### config.mk
export PLATFORM = sky130hd
export DESIGN_NAME = ifetch_bus_arbiter
export DESIGN_NICKNAME = d
export VERILOG_FILES = /design/src/rtl/ifetch_bus_arbiter_pkg.sv /design/src/rtl/ifetch_arb_owner_fifo.sv /design/src/rtl/ifetch_bus_arbiter.sv
export SDC_FILE = /design/constraint.sdc
export NUM_CORES = 1
export LEC_CHECK = 0
export ABC_AREA = 0
export BUFFER_PORTS_ARGS = -buffer_cell sky130_fd_sc_hd__buf_4
export CAP_MARGIN = 20
export CORE_AREA = 8 8 86 88
export DETAILED_ROUTE_END_ITERATION = 16
export DIE_AREA = 0 0 94 96
export PLACE_DENSITY_LB_ADDON = 0.2
export SLEW_MARGIN = 0
export SYNTH_ARGS = -nofsm -noshare
export SYNTH_HDL_FRONTEND = slang
export SYNTH_SLANG_ARGS = --single-unit
### constraint.sdc
create_clock -name clk_i -period 1.9 [get_ports clk_i]
set_input_delay 0.19 -clock clk_i [delete_from_list [all_inputs] [get_ports clk_i]]
set_output_delay 0.19 -clock clk_i [all_outputs]
set_load 0.01 [all_outputs]
### src/rtl/ifetch_bus_arbiter_pkg.sv
// Shared types and constants for the instruction-fetch bus arbiter.
package ifetch_bus_arbiter_pkg;

   // Which requester owns a bus transaction
   typedef enum logic {
      IFARB_FETCH = 1'b0,
      IFARB_AUX   = 1'b1
   } ifarb_owner_e;

   // Hold-until-grant lock state
   typedef enum logic {
      LOCK_IDLE = 1'b0,
      LOCK_HELD = 1'b1
   } ifarb_lock_e;

   localparam int unsigned IFARB_MAX_OUTSTANDING = 2;
   localparam int unsigned IFARB_STARVE_LIMIT    = 4;
   localparam int unsigned IFARB_STARVE_W        = 3;

   // Pointer width for a FIFO of the given depth (at least one bit)
   function automatic int unsigned ifarb_ptr_w(input int unsigned depth);
      return (depth > 1) ? $clog2(depth) : 1;
   endfunction

endpackage

### src/rtl/ifetch_arb_owner_fifo.sv
// Owner-id FIFO: remembers which port issued each outstanding transaction.
module ifetch_arb_owner_fifo
   import ifetch_bus_arbiter_pkg::*;
#(
   parameter  int unsigned Depth = IFARB_MAX_OUTSTANDING,
   localparam int unsigned CntW  = $clog2(Depth + 1),
   localparam int unsigned PtrW  = ifarb_ptr_w(Depth)
) (
   input  logic            clk,
   input  logic            rst_n,
   input  logic            push,
   input  ifarb_owner_e    id_in,
   input  logic            pop,
   output ifarb_owner_e    head_id,
   output logic [CntW-1:0] cnt,
   output logic            empty,
   output logic            full
);

   ifarb_owner_e    mem_q [Depth];
   logic [PtrW-1:0] wr_q;
   logic [PtrW-1:0] rd_q;
   logic [CntW-1:0] cnt_q;

   // Pointer advance, wrapping modulo Depth
   function automatic logic [PtrW-1:0] ptr_inc(input logic [PtrW-1:0] p);
      return (p == PtrW'(Depth - 1)) ? '0 : p + PtrW'(1);
   endfunction

   // Storage and pointers; simultaneous push and pop leave the count unchanged
   always_ff @(posedge clk or negedge rst_n) begin
      if (!rst_n) begin
         for (int unsigned i = 0; i < Depth; i++) begin
            mem_q[i] <= IFARB_FETCH;
         end
         wr_q  <= '0;
         rd_q  <= '0;
         cnt_q <= '0;
      end else begin
         if (push) begin
            mem_q[wr_q] <= id_in;
            wr_q        <= ptr_inc(wr_q);
         end
         if (pop) begin
            rd_q <= ptr_inc(rd_q);
         end
         if (push && !pop) begin
            cnt_q <= cnt_q + CntW'(1);
         end else if (pop && !push) begin
            cnt_q <= cnt_q - CntW'(1);
         end
      end
   end

   assign head_id = mem_q[rd_q];
   assign cnt     = cnt_q;
   assign empty   = (cnt_q == '0);
   assign full    = (cnt_q == CntW'(Depth));

endmodule

### src/rtl/ifetch_bus_arbiter.sv
// Two-port arbiter for the 64-bit instruction-memory port: port 0 is the
// prefetch buffer, port 1 the secondary reader. Holds the selected port
// until granted, bounds outstanding transactions and routes every return
// to its issuing port in order.
// Optional: IFETCH_ARB_FAIR_EN adds a starvation counter that forces port 1
// after StarveLimit consecutive losses to port 0.
module ifetch_bus_arbiter
   import ifetch_bus_arbiter_pkg::*;
#(
   parameter int unsigned MaxOutstanding = IFARB_MAX_OUTSTANDING,
   parameter int unsigned StarveLimit    = IFARB_STARVE_LIMIT,
   parameter bit          AssertEn       = 1'b1
) (
   input  logic        clk_i,
   input  logic        rst_ni,
   input  logic        req0_i,
   input  logic [31:0] addr0_i,
   input  logic        req1_i,
   input  logic [31:0] addr1_i,
   output logic        gnt0_o,
   output logic        gnt1_o,
   output logic        rvalid0_o,
   output logic        rvalid1_o,
   output logic [63:0] rdata_o,
   output logic        err_o,
   output logic        instr_req_o,
   output logic [31:0] instr_addr_o,
   input  logic        instr_gnt_i,
   input  logic        instr_rvalid_i,
   input  logic [63:0] instr_rdata_i,
   input  logic        instr_err_i,
   output logic        busy_o
);

   localparam int unsigned CntW = $clog2(MaxOutstanding + 1);

   ifarb_lock_e     lock_q, lock_d;
   ifarb_owner_e    lock_owner_q, lock_owner_d;
   ifarb_owner_e    sel_c;
   ifarb_owner_e    head_id;
   logic            sel_req_c;
   logic            gnt_c;
   logic            pop_c;
   logic            force_aux_c;
   logic [CntW-1:0] cnt;
   logic            empty;
   logic            full;
   logic            lock_drop_c;
   logic            stray_rvalid_c;

`ifdef IFETCH_ARB_FAIR_EN
   logic [IFARB_STARVE_W-1:0] starve_q;

   // Count cycles port 1 loses to a port-0 grant; a port-1 grant clears it
   always_ff @(posedge clk_i or negedge rst_ni) begin
      if (!rst_ni) begin
         starve_q <= '0;
      end else if (gnt1_o) begin
         starve_q <= '0;
      end else if (gnt0_o && req1_i && !(lock_q == LOCK_HELD && lock_owner_q == IFARB_AUX)
                   && (starve_q != '1)) begin
         starve_q <= starve_q + IFARB_STARVE_W'(1);
      end
   end

   assign force_aux_c = req1_i & (starve_q >= IFARB_STARVE_W'(StarveLimit));
`else
   logic starve_limit_unused;
   assign starve_limit_unused = ^StarveLimit;
   assign force_aux_c         = 1'b0;
`endif

   // Select: lock owner, else starved port 1, else port 0 priority
   always_comb begin
      sel_c = IFARB_AUX;
      if (lock_q == LOCK_HELD) begin
         sel_c = lock_owner_q;
      end else if (force_aux_c) begin
         sel_c = IFARB_AUX;
      end else if (req0_i) begin
         sel_c = IFARB_FETCH;
      end
   end

   assign sel_req_c    = (sel_c == IFARB_FETCH) ? req0_i : req1_i;
   assign instr_req_o  = sel_req_c & ~full;
   assign instr_addr_o = (sel_c == IFARB_FETCH) ? addr0_i : addr1_i;
   assign gnt_c        = instr_req_o & instr_gnt_i;
   assign gnt0_o       = gnt_c & (sel_c == IFARB_FETCH);
   assign gnt1_o       = gnt_c & (sel_c == IFARB_AUX);

   // Returns go to the FIFO head; returns with nothing outstanding are dropped
   assign pop_c     = instr_rvalid_i & ~empty;
   assign rvalid0_o = pop_c & (head_id == IFARB_FETCH);
   assign rvalid1_o = pop_c & (head_id == IFARB_AUX);
   assign rdata_o   = instr_rdata_i;
   assign err_o     = instr_err_i;
   assign busy_o    = (cnt != '0) | instr_req_o;

   ifetch_arb_owner_fifo #(
      .Depth (MaxOutstanding)
   ) u_owner_fifo (
      .clk     (clk_i),
      .rst_n   (rst_ni),
      .push    (gnt_c),
      .id_in   (sel_c),
      .pop     (pop_c),
      .head_id (head_id),
      .cnt     (cnt),
      .empty   (empty),
      .full    (full)
   );

   // Lock state register
   always_ff @(posedge clk_i or negedge rst_ni) begin
      if (!rst_ni) begin
         lock_q       <= LOCK_IDLE;
         lock_owner_q <= IFARB_FETCH;
      end else begin
         lock_q       <= lock_d;
         lock_owner_q <= lock_owner_d;
      end
   end

   // Lock next state: set on an ungranted request, clear on grant or request drop
   always_comb begin
      lock_d       = lock_q;
      lock_owner_d = lock_owner_q;
      case (lock_q)
         LOCK_IDLE: begin
            if (instr_req_o && !instr_gnt_i) begin
               lock_d       = LOCK_HELD;
               lock_owner_d = sel_c;
            end
         end
         LOCK_HELD: begin
            if (!sel_req_c || gnt_c) begin
               lock_d = LOCK_IDLE;
            end
         end
      endcase
   end

   assign lock_drop_c    = (lock_q == LOCK_HELD) & ~sel_req_c;
   assign stray_rvalid_c = instr_rvalid_i & empty;

   if (AssertEn) begin : g_assert
      // A locked requester must hold its request until granted
      a_lock_hold : assert property (@(posedge clk_i) disable iff (!rst_ni) !lock_drop_c)
         else $error("ifetch_bus_arbiter: locked requester dropped its request");
      // Every return must match an outstanding grant
      a_no_stray : assert property (@(posedge clk_i) disable iff (!rst_ni) !stray_rvalid_c)
         else $error("ifetch_bus_arbiter: rvalid with no outstanding transaction");
   end

endmodule

# After elaboration in Yosys (flattened, before gate mapping)
# Cells that the tools add are included.
# totals
ff_bits	8
input_bits	135
out_inout_bits	103
# classes
n_addsub	4
n_lt_le_gt_ge	3
eq_ne	1
mux	17
bitwise	15
n_reduce_logical	13
# ops
operator	n
32-bit two-way mux	1
1-bit two-way mux	11
1-bit AND	7
1-bit NOT	5
2-bit greater-or-equal comparator (second input constant)	2
1-bit logical AND	4
1-bit zero test	4
2-bit two-way mux	2
1-bit NOT with 2-bit output	2
2-bit nonzero test	2
1-bit adder (second input constant)	2
2-bit by 1-bit adder with 2-bit output (second input constant)	1
2-bit bitwise mux	1
2-bit equality test (second input constant)	1
2-bit zero test	1
2-bit by 1-bit less-than comparator with 1-bit output (second input constant)	1
1-bit case mux with 2 select lines	1
2-bit AND reduction	1
2-bit by 1-bit subtractor with 2-bit output (second input constant)	1
1-bit demux with 1-bit select	1
1-bit logical OR	1
1-bit bitwise OR	1

# Depth between registers and ports, before layout
# Gate-level depths: netlist (run 1).
# depth
ltp_word	9
ltp_mapped	7
depth_no_buf	7

# By module
# Synthesis (run 1) repeated with hierarchy kept, for this count alone.
# unflattened
cells_unflattened	145
area_unflattened_um2	1348.8
# modules_own_cells
mod	n_inst	cells_each	area_per_inst_um2	seq_area_each_um2
ifetch_bus_arbiter	1	124	1078.5	50.0
ifetch_arb_owner_fifo	1	21	270.3	150.1

# Worst setup path before layout (run 1)
# No wires, ideal clock.
# synth_timing
kind	reg-to-reg
from	reg lock_owner_q
to	reg u_owner_fifo.cnt_q[1] (netlist: u_owner_fifo.cnt[1])
setup_time_ps	125
arrival_time_ps	1551
t_required_ps	1775
setup_slack_ps	224
stages_incl_launch_ff	8
period_less_slack_ps	1676
path_cell_list	dfrtp_1 -> mux2i_1 -> a2111o_1 -> clkinv_2 -> ha_1 -> xor2_1 -> nor2_1 -> xor2_1
# synth_via
elab_chain_cells	7
# synth_rtl
item	line_no	text
start: declaration	ifetch_bus_arbiter.sv:38	ifarb_owner_e lock_owner_q, lock_owner_d;
start signal: assignment	ifetch_bus_arbiter.sv:121	lock_owner_q <= lock_owner_d;
1-bit two-way mux (*)	ifetch_bus_arbiter.sv:76	if (lock_q == LOCK_HELD) begin
1-bit two-way mux (*)	ifetch_bus_arbiter.sv:85	assign sel_req_c = (sel_c == IFARB_FETCH) ? req0_i : req1_i;
1-bit AND (*)	ifetch_bus_arbiter.sv:86	assign instr_req_o = sel_req_c & ~full;
1-bit AND (*)	ifetch_bus_arbiter.sv:88	assign gnt_c = instr_req_o & instr_gnt_i;
named net gnt_c	ifetch_bus_arbiter.sv:42	logic gnt_c;
1-bit zero test	ifetch_arb_owner_fifo.sv:49	end else if (pop && !push) begin
1-bit logical AND	ifetch_arb_owner_fifo.sv:49	
2-bit nonzero test (no source line)	-	
end signal: assignment	ifetch_arb_owner_fifo.sv:48	cnt_q <= cnt_q + CntW'(1);
end signal: assignment	ifetch_arb_owner_fifo.sv:50	cnt_q <= cnt_q - CntW'(1);
end: declaration	ifetch_arb_owner_fifo.sv:23	logic [CntW-1:0] cnt_q;
# The timed path passes the listed nets; every way through them passes the cells marked *.
# A chain may end at the register's enable or synchronous reset.

# Worst setup path after layout (run 1)
# layout_timing
from	reg lock_q
to	out instr_addr_o[17]
# layout_via
elab_chain_cells	2
# layout_rtl
item	line_no	text
start: declaration	ifetch_bus_arbiter.sv:37	ifarb_lock_e lock_q, lock_d;
start signal: assignment	ifetch_bus_arbiter.sv:120	lock_q <= lock_d;
1-bit two-way mux	ifetch_bus_arbiter.sv:76	
32-bit two-way mux	ifetch_bus_arbiter.sv:87	assign instr_addr_o = (sel_c == IFARB_FETCH) ? addr0_i : addr1_i;
end: declaration	ifetch_bus_arbiter.sv:27	output logic [31:0] instr_addr_o,
# Every way passes these cells.

==> flow_metrics.env, run 1 <==
export IMPL_wl_mm=5.09
export IMPL_tightest_slew_ns=0.297
export IMPL_gp_congestion=0.751
export IMPL_slew_violations=0
export IMPL_p_leak_nw=0.933
export IMPL_rr_startpoint="lock_owner_q"
export IMPL_antennaDiodeCount=0
export IMPL_netlist_top_cells_area="buf_4 (37%), mux2_2 (27%), dfrtp_1 (15%), buf_6 (2.6%), nor2_1 (2.3%)"
export IMPL_clk_latency_ns=0.23
export IMPL_rows=29
export IMPL_path_max_fanout=8
export IMPL_ys_ff_latch=8
export IMPL_yosysUniqueCellTypes=23
export IMPL_dpl_hpwl_mm=4.12
export IMPL_finalHoldViolCount=0
export IMPL_vdd_ir_drop_worst_v=0.000305
export IMPL_yosysMostFrequentCell="buf_4"
export IMPL_layoutNonFillerInstCount=272
export IMPL_drc=0
export IMPL_antenna_found_initial=0
export IMPL_grt_overflow=0
export IMPL_initial_utilization=0.216
export IMPL_dieArea_um2=9020
export IMPL_endpoint_kind="primary output"
export IMPL_clkTransAtPathRegs_ns=0.04
export IMPL_synth_cells=144
export IMPL_ant_nets=0
export IMPL_synthArstFlopShare=1.00
export IMPL_routedWlPerCell_um=18.7
export IMPL_status="complete, no violations"
export IMPL_syn_nets=280
export IMPL_startpoint="lock_q"
export IMPL_setup_tns_ns=0
export IMPL_synth_seq_area_share=0.152
export IMPL_synth_warnings=0
export IMPL_dp_cells=262
export IMPL_grt_pass1_vias=1177
export IMPL_cts_sinks=8
export IMPL_vias_per_cell=4.28
export IMPL_cts_root_buffer="clkbuf_8"
export IMPL_synth_top_area_frac=0.370
export IMPL_netlist_area_um2=1320
export IMPL_cts_made_buffers=3
export IMPL_power_density_nw_per_um2=1200
export IMPL_start_kind="flop"
export IMPL_hold_path_class="input pin to flop"
export IMPL_fin_nets=333
export IMPL_portBuffers=107
export IMPL_htree_num_levels=1
export IMPL_drv_cap=0
export IMPL_yosys_top_cells_count="buf_4 (65), mux2_2 (32), dfrtp_1 (8), nor2_1 (8)"
export IMPL_grt_pass1_wl_mm=6.37
export IMPL_fmax_ghz=0.536
export IMPL_ioPinCount=238
export IMPL_ys_flop_type="dfrtp_1"
export IMPL_crit_chain="nor2_1, a21oi_4, buf_12, buf_6, mux2_2, buf_4"
export IMPL_dieHeight_um=96
export IMPL_cp_slowest_cell="dfrtp_2"
export IMPL_slew_headroom=0.800
export IMPL_initialDrtViolationCount=19
export IMPL_core_area_um2=6100
export IMPL_first_pass_iters=4
export IMPL_fp_dieW_um=94
export IMPL_cp_arrival_ns=1.68
export IMPL_skew_ns=0.00288
export IMPL_finalCritPeriodShare=0.982
export IMPL_critPathRequiredTime_ns=1.71
export IMPL_crit_type="flop to primary output"
export IMPL_finalSetupViolations=0
export IMPL_synth_enable_flop_cells=0
export IMPL_grt_max_degree=33
export IMPL_min_period_ns=1.87
export IMPL_synthesis_area_per_instance_um2=9.15
export IMPL_hold_start="instr_gnt_i"
export IMPL_cts_tree="built"
export IMPL_slowest_delay_ns=0.41
export IMPL_finalPower_mw=2.27
export IMPL_clock_path_buffers=2
export IMPL_synth_top_area_cell="buf_4"
export IMPL_vias=1164
export IMPL_syn_to_final_growth_pct=43.2
export IMPL_track_usage=0.0914
export IMPL_layout_drive_gt1_share=0.805
==> power breakdown <==
| group | switching, mW | internal (mW) |
|---|---|---|
| combinational | 0.683 | 1.02 |
| sequential | 0.0948 | 0.264 |
| clock | 0.0675 | 0.137 |
==> state kept, by name, summed over array words and instances, names as in the netlist <==
name,flops
u_owner_fifo.wr_q,1
u_owner_fifo.mem_q,2
u_owner_fifo.cnt,2
lock_owner_q,1
u_owner_fifo.rd_q,1
lock_q,1
==> path summary, 6_finish.rpt <==
kind | to | slack, ns | depth (start not counted)
setup / recovery | instr_addr_o[17] | 0.03 | 6
setup reg to reg | u_owner_fifo.cnt[1] | 0.22 | 7
min in group asynchronous | u_owner_fifo.mem_q[0] | 0.32 | 2
hold / removal | lock_owner_q | 0.17 | 2
max in group asynchronous | lock_owner_q | 1.43 | 2
hold reg to reg | u_owner_fifo.cnt[1] | 0.49 | 1
==> through the flow <==
stage               setup slack, ns   util  hold WS (ns)  cell area, µm²
floorplan                     0.224      -        -0.106            1320
global placement              0.163  0.284        0.0161            1730
detailed placement            0.163  0.284        0.0163            1730
CTS                        -0.00429  0.293         0.176            1790
global route                -0.0103  0.310         0.176            1890
finish                       0.0334  0.310         0.173            1890
==> cells by family (layout without fill, tap and decap cells) <==
logic type	count (synthesis)	in the layout	synth area share
flops	8	8	0.152
compound gates	11	11	0.0589
xor+xnor	5	5	0.0332
fa+ha+maj	1	1	0.00950
buf+inv	72	123	0.409
simple gates	13	13	0.0484
mux	34	34	0.289
==> worst max-delay path, delay by kind of cell (launching register included) <==
family                 cells  cell delay [ns]
buffers and inverters      3             0.44
DFF                        1             0.41
muxes                      1             0.34
AOI/OAI and AO/OA          1             0.17
and+or+nand+nor            1             0.09
==> area by class of cell <==
class / instances / area, µm²
Clock buffer: 3 / 41.3
Fill cell: 636 / 4210
Inverter: 3 / 12.5
Multi-Input combinational cell: 64 / 586
Sequential cell: 8 / 203
Tap cell: 77 / 96.3
Timing Repair Buffer: 117 / 948
==> placed cells by master, fill, tap and decap left out, drive strengths merged, types with 2 or more instances in the layout <==
cell type and count:
a21oi 2, and2 2, buf 114, clkbuf 5, dfrtp 8, inv 2
mux2 32, mux2i 2, nor2 8, nor2b 2, o21ai 3, o31ai 2
xnor2 3, xor2 2
==> timing repair <==
item / CTS / global route
setup buffers: 0 / 3
hold buffers: 1 / 0
setup endpoints to repair: 32 / 33
pin swaps: 0 / 1
gates cloned: 0 / 3
endpoints found under the hold margin: 8 / 0
gates resized for setup: 1 / 2
==> layer usage <==
layer | global-route usage | vias to the layer above | wire length (µm)
met3 | 0.0523 | 10 | 823
met5 | 0 | - | 0
met1 | 0.0924 | 517 | 1850
met2 | 0.149 | 118 | 2330
met4 | 0.0462 | 0 | 86
li1 | - | 519 | -
(Power assumes the default switching activity.)
==> inputs of run 2 (changes only) <==
==> constraint.sdc (replaced) <==
create_clock -name clk_i -period 1.9 [get_ports clk_i]
set_input_delay 0.19 -clock clk_i [delete_from_list [all_inputs] [get_ports clk_i]]
set_output_delay 0.19 -clock clk_i [all_outputs]
set_load 0.02 [all_outputs]
==> run 2 against run 1 <==
Compared with the run above:
- worst hold slack gained 0.0062 ns
- largest cell class unchanged
- via count shrank 1.9%
- power shrank 0.44%
- highest routed layer unchanged
==> flow_metrics.env, run 2 (synthesis results as in run 1) <==
export IMPL_power_density_nw_per_um2=1240
export IMPL_grt_max_degree=30
export IMPL_dpl_hpwl_mm=4.04
export IMPL_final_area_um2=1820
export IMPL_tightest_slew_ns=0.286
export IMPL_grt_pass1_vias=1202
export IMPL_grt_overflow=0
export IMPL_slew_headroom=0.807
export IMPL_layout_drive_gt1_share=0.801
export IMPL_antenna_found_initial=0
export IMPL_layoutNonFillerInstCount=268
export IMPL_fp_dieW_um=94
export IMPL_fillers=650
export IMPL_cts_sinks=8
export IMPL_cts_root_buffer="clkbuf_8"
export IMPL_min_period_ns=1.82
export IMPL_crit_type="flop to primary output"
export IMPL_initial_utilization=0.216
export IMPL_finalPower_mw=2.26
export IMPL_gp_congestion=0.795
export IMPL_clkTransAtPathRegs_ns=0.04
export IMPL_holdWs_ns=0.179
export IMPL_drc=0
export IMPL_skew_ns=0.00170
export IMPL_critPathRequiredTime_ns=1.71
export IMPL_ant_nets=0
export IMPL_finalHoldViolCount=0
export IMPL_core_area_um2=6100
export IMPL_path_max_fanout=4
export IMPL_start_kind="flop"
export IMPL_status="complete, no violations"
export IMPL_fmax_ghz=0.550
export IMPL_htree_num_levels=1
export IMPL_dieHeight_um=96
export IMPL_cts_tree="built"
export IMPL_final_core_util=0.298
export IMPL_slew_violations=0
export IMPL_portBuffers=107
export IMPL_endpoint_kind="primary output"
export IMPL_finalCritPeriodShare=0.957
export IMPL_drv_cap=0
export IMPL_layout_commonest_cell="buf_4"
export IMPL_rows=29
export IMPL_grt_pass1_wl_mm=6.28
export IMPL_dieArea_um2=9020
export IMPL_ioPinCount=238
export IMPL_initialDrtViolationCount=11
export IMPL_syn_to_final_growth_pct=38.1
export IMPL_cp_arrival_ns=1.63
export IMPL_p_leak_nw=0.895
export IMPL_place_area_um2=1740
export IMPL_rsz0062_at_grt="yes"
export IMPL_dp_cells=263
export IMPL_routedWlPerCell_um=17.3
export IMPL_finalSetupViolations=0
export IMPL_wl_mm=4.63
export IMPL_vias=1142
export IMPL_clk_latency_ns=0.23
export IMPL_final_cell_mix="buf_4 (108), mux2_2 (32), nor2_1 (7), dfrtp_1 (7)"
export IMPL_first_pass_iters=4
export IMPL_clock_path_buffers=2
export IMPL_vias_per_cell=4.26
export IMPL_track_usage=0.0884
export IMPL_cts_made_buffers=3
export IMPL_vdd_ir_drop_worst_v=0.000334
export IMPL_antennaDiodeCount=0
export IMPL_fin_nets=329
export IMPL_hold_path_class="input pin to flop"
[run 2: cell types whose count changed in the layout (fill, tap and decap cells not counted), sizes merged]
| cell | delta |
|---|---|
| clkbuf | -2 |
| buf | -2 |
[run 2: layer usage]
layer  vias to the layer above  global-route usage  part of all wire
met1                       510              0.0811              0.34
met4                         0              0.0423             0.014
li1                        511                   -                 -
met2                       113               0.150              0.46
met3                         8              0.0585              0.18
met5                         -                   0                 0
[run 2: metrics by stage]
stage	TNS [ns]	setup slack [ns]
floorplan	0	0.224
global placement	0	0.204
detailed placement	0	0.184
CTS	0	0.0370
global route	-0.00486	-0.00348
finish	0	0.0821
[run 2: timing repair]
item / in CTS / in global routing
endpoints found under the setup margin: 20 / 3
hold buffers: 1 / 0
hold endpoints to repair: 8 / 0
resized for setup: 1 / 5
pin swaps: 1 / 1
setup buffers: 0 / 1
[run 2: path summary, 6_finish.rpt]
| kind | start | to | slack (ns) | cells past startpoint |
|---|---|---|---|---|
| max in group asynchronous | rst_ni | lock_q | 1.44 | 2 |
| max | lock_owner_q | gnt1_o | 0.08 | 5 |
| max reg2reg | lock_owner_q | u_owner_fifo.cnt[1] | 0.17 | 7 |
| min in group asynchronous | rst_ni | u_owner_fifo.cnt[0] | 0.32 | 2 |
| min reg2reg | u_owner_fifo.rd_q | u_owner_fifo.rd_q | 0.49 | 1 |
| min | instr_gnt_i | lock_owner_q | 0.18 | 2 |
[run 2: final cells by class]
class                      count  area, µm²  share of cell area
clock buffer                   3       41.3              0.0227
inverter                       3       12.5             0.00688
multi-input combinational     64        593               0.326
sequential                     8        201               0.111
tap                           77       96.3              0.0530
timing repair buffer         113        875               0.481
[run 2: worst max-delay path, cell delays in order, from the launching register on]
cell      delay [ns]
dfrtp_1         0.42
mux2i_1         0.15
a2111o_1        0.47
buf_6           0.15
nor2_4          0.08
buf_6           0.12
[run 2: where the power goes]
| group | switching, mW | leakage, nW | internal, mW | total, mW |
|---|---|---|---|---|
| Clock | 0.0652 | 0.0216 | 0.137 | 0.202 |
| Sequential | 0.0999 | 0.0942 | 0.263 | 0.362 |
| Combinational | 0.809 | 0.779 | 0.883 | 1.69 |
==> inputs of run 3 (changes only) <==
--- a/config.mk
+++ b/config.mk
@@ -6,6 +6,7 @@
 export NUM_CORES = 1
 export LEC_CHECK = 0
 export ABC_AREA = 0
+export ABC_CLOCK_PERIOD_IN_PS = 1800
 export BUFFER_PORTS_ARGS = -buffer_cell sky130_fd_sc_hd__buf_4
 export CAP_MARGIN = 20
 export CORE_AREA = 8 8 86 88
==> constraint.sdc (replaced) <==
create_clock -name clk_i -period 1.8 [get_ports clk_i]
set_input_delay 0.18 -clock clk_i [delete_from_list [all_inputs] [get_ports clk_i]]
set_output_delay 0.18 -clock clk_i [all_outputs]
set_load 0.02 [all_outputs]
==> run 3 against run 2 <==
Compared with the run above:
- the run now ends with setup timing left
- first-iteration DRC count up 55%
- clock power up 4%
- final cell count up 3.0%
- non-clock buffer count up 8
- die area unchanged
- final area up 19%
- register-to-register slack worse by 0.08 ns
- routed wire length up 17%
- count of clock-buffer cells in the layout unchanged
- via count up 5.1%
- critical path depth up 1
- sequential power up 5%
- critical path type unchanged
- critical endpoint is now instr_addr_o[1]
==> flow_metrics.env, run 3 (synthesis results as in run 1) <==
export IMPL_dieHeight_um=96
export IMPL_drc=0
export IMPL_fin_nets=337
export IMPL_cts_sinks=8
export IMPL_layout_commonest_cell="buf_4"
export IMPL_track_usage=0.0909
export IMPL_combPwrFrac=0.808
export IMPL_endpoint_kind="primary output"
export IMPL_pwr_share_clk=0.069
export IMPL_fmax_ghz=0.548
export IMPL_violations="setup timing"
export IMPL_p_leak_nw=1.13
export IMPL_path_max_fanout=8
export IMPL_syn_to_final_growth_pct=64.9
export IMPL_grt_max_degree=33
export IMPL_grt_pass1_wl_mm=6.51
export IMPL_vias=1200
export IMPL_ioPinCount=238
export IMPL_htree_num_levels=1
export IMPL_drv_cap=0
export IMPL_power_density_nw_per_um2=1410
export IMPL_critPathRequiredTime_ns=1.62
export IMPL_grt_overflow=0
export IMPL_final_cell_mix="buf_4 (79), buf_6 (36), mux2_4 (28), dfrtp_1 (7), nor2_1 (6)"
export IMPL_layout_drive_gt1_share=0.814
export IMPL_finalHoldViolCount=0
export IMPL_cts_tree="built"
export IMPL_slew_headroom=0.785
export IMPL_finalCritPeriodShare=1.01
export IMPL_slew_violations=0
export IMPL_dpl_hpwl_mm=4.09
export IMPL_layoutNonFillerInstCount=276
export IMPL_first_pass_iters=4
export IMPL_finalSetupViolations=15
export IMPL_core_area_um2=6100
export IMPL_clock_path_buffers=2
export IMPL_worst_r2r_setup_slack_ns=0.09
export IMPL_cts_made_buffers=3
export IMPL_p_switching_mw=1.23
export IMPL_wl_mm=5.43
export IMPL_internal_power_mw=1.84
export IMPL_final_area_um2=2170
export IMPL_routedWlPerCell_um=19.7
export IMPL_place_area_um2=1750
export IMPL_final_setup_worst_slack_ns=-0.0251
export IMPL_initial_utilization=0.216
export IMPL_multi_input_area_um2=702
export IMPL_start_kind="flop"
export IMPL_gp_congestion=0.753
export IMPL_fp_dieW_um=94
export IMPL_grt_pass1_vias=1191
export IMPL_regArea_um2=201
export IMPL_ant_nets=0
export IMPL_dieArea_um2=9020
export IMPL_hold_path_class="input pin to flop"
export IMPL_portBuffers=107
export IMPL_crit_type="flop to primary output"
export IMPL_skew_ns=0.00345
export IMPL_vdd_ir_drop_worst_v=0.000486
export IMPL_cp_arrival_ns=1.65
export IMPL_initialDrtViolationCount=17
export IMPL_rows=29
export IMPL_setup_tns_ns=-0.127
export IMPL_dp_cells=264
export IMPL_antennaDiodeCount=0
export IMPL_min_period_ns=1.83
export IMPL_rsz0062_at_grt="yes"
export IMPL_p_seq_frac=0.124
export IMPL_tightest_slew_ns=0.318
export IMPL_netSwitchingFraction=0.401
export IMPL_clk_latency_ns=0.23
export IMPL_vias_per_cell=4.35
export IMPL_status="complete, but fails checks"
export IMPL_clkTransAtPathRegs_ns=0.04
export IMPL_fillers=630
export IMPL_antenna_found_initial=0
export IMPL_cts_root_buffer="clkbuf_8"
## run 3: timing repair
| item | in CTS | in global routing |
|---|---|---|
| setup endpoints to repair | 33 | 34 |
| cloned | 0 | 3 |
| pin swaps | 1 | 5 |
| setup buffers | 0 | 5 |
| hold endpoints to repair | 8 | 0 |
| hold buffers | 1 | 0 |
| resized for setup | 1 | 70 |
## run 3: per-stage QoR
stage	hold WS (ns)	power, mW	utilization	setup slack, ns
after floorplan	-0.116	1.69	-	0.124
after global routing	0.180	3.24	0.356	-0.0784
after detailed placement	0.00407	2.18	0.287	0.132
after CTS	0.168	2.41	0.295	-0.0743
final	0.175	3.07	0.356	-0.0251
after global placement	0.00662	2.19	0.287	0.128
## run 3: final cells by class
cell class                      instances  area share
Inverter                                3     0.00576
Timing Repair Buffer                  121       0.515
Multi-Input combinational cell         64       0.323
Clock buffer                            3      0.0190
Sequential cell                         8      0.0927
Tap cell                               77      0.0444
## run 3: per-layer routing
metal | track usage | part of all wire | vias to the layer above
li1 | - | - | 529
met1 | 0.0952 | 0.38 | 552
met2 | 0.147 | 0.48 | 113
met3 | 0.0546 | 0.14 | 6
met4 | 0.0343 | 0.0039 | 0
met5 | 0 | 0 | -
## run 3: final timing paths
| check | depth (start not counted) | endpoint | start |
|---|---|---|---|
| setup reg to reg | 7 | u_owner_fifo.cnt[1] | lock_owner_q |
| setup / recovery | 6 | instr_addr_o[1] | lock_owner_q |
| max in group asynchronous | 2 | lock_q | rst_ni |
| hold / removal | 2 | lock_owner_q | instr_gnt_i |
| min in group asynchronous | 2 | u_owner_fifo.rd_q | rst_ni |
| hold reg to reg | 1 | u_owner_fifo.rd_q | u_owner_fifo.rd_q |
## run 3: power groups by stage
stage	registers (mW)	logic [mW]	clock network (mW)
after floorplan	0.341	1.34	0
final	0.380	2.48	0.211
after global placement	0.377	1.81	0
after detailed placement	0.380	1.80	0
after CTS	0.379	1.81	0.224
after global routing	0.397	2.62	0.229
## run 3: critical path: stages, from the launching register on
cell and delay [ns]:
dfrtp_1 0.39, buf_6 0.13, a21oi_4 0.13, buf_12 0.14
buf_12 0.14, mux2_2 0.35, buf_6 0.13
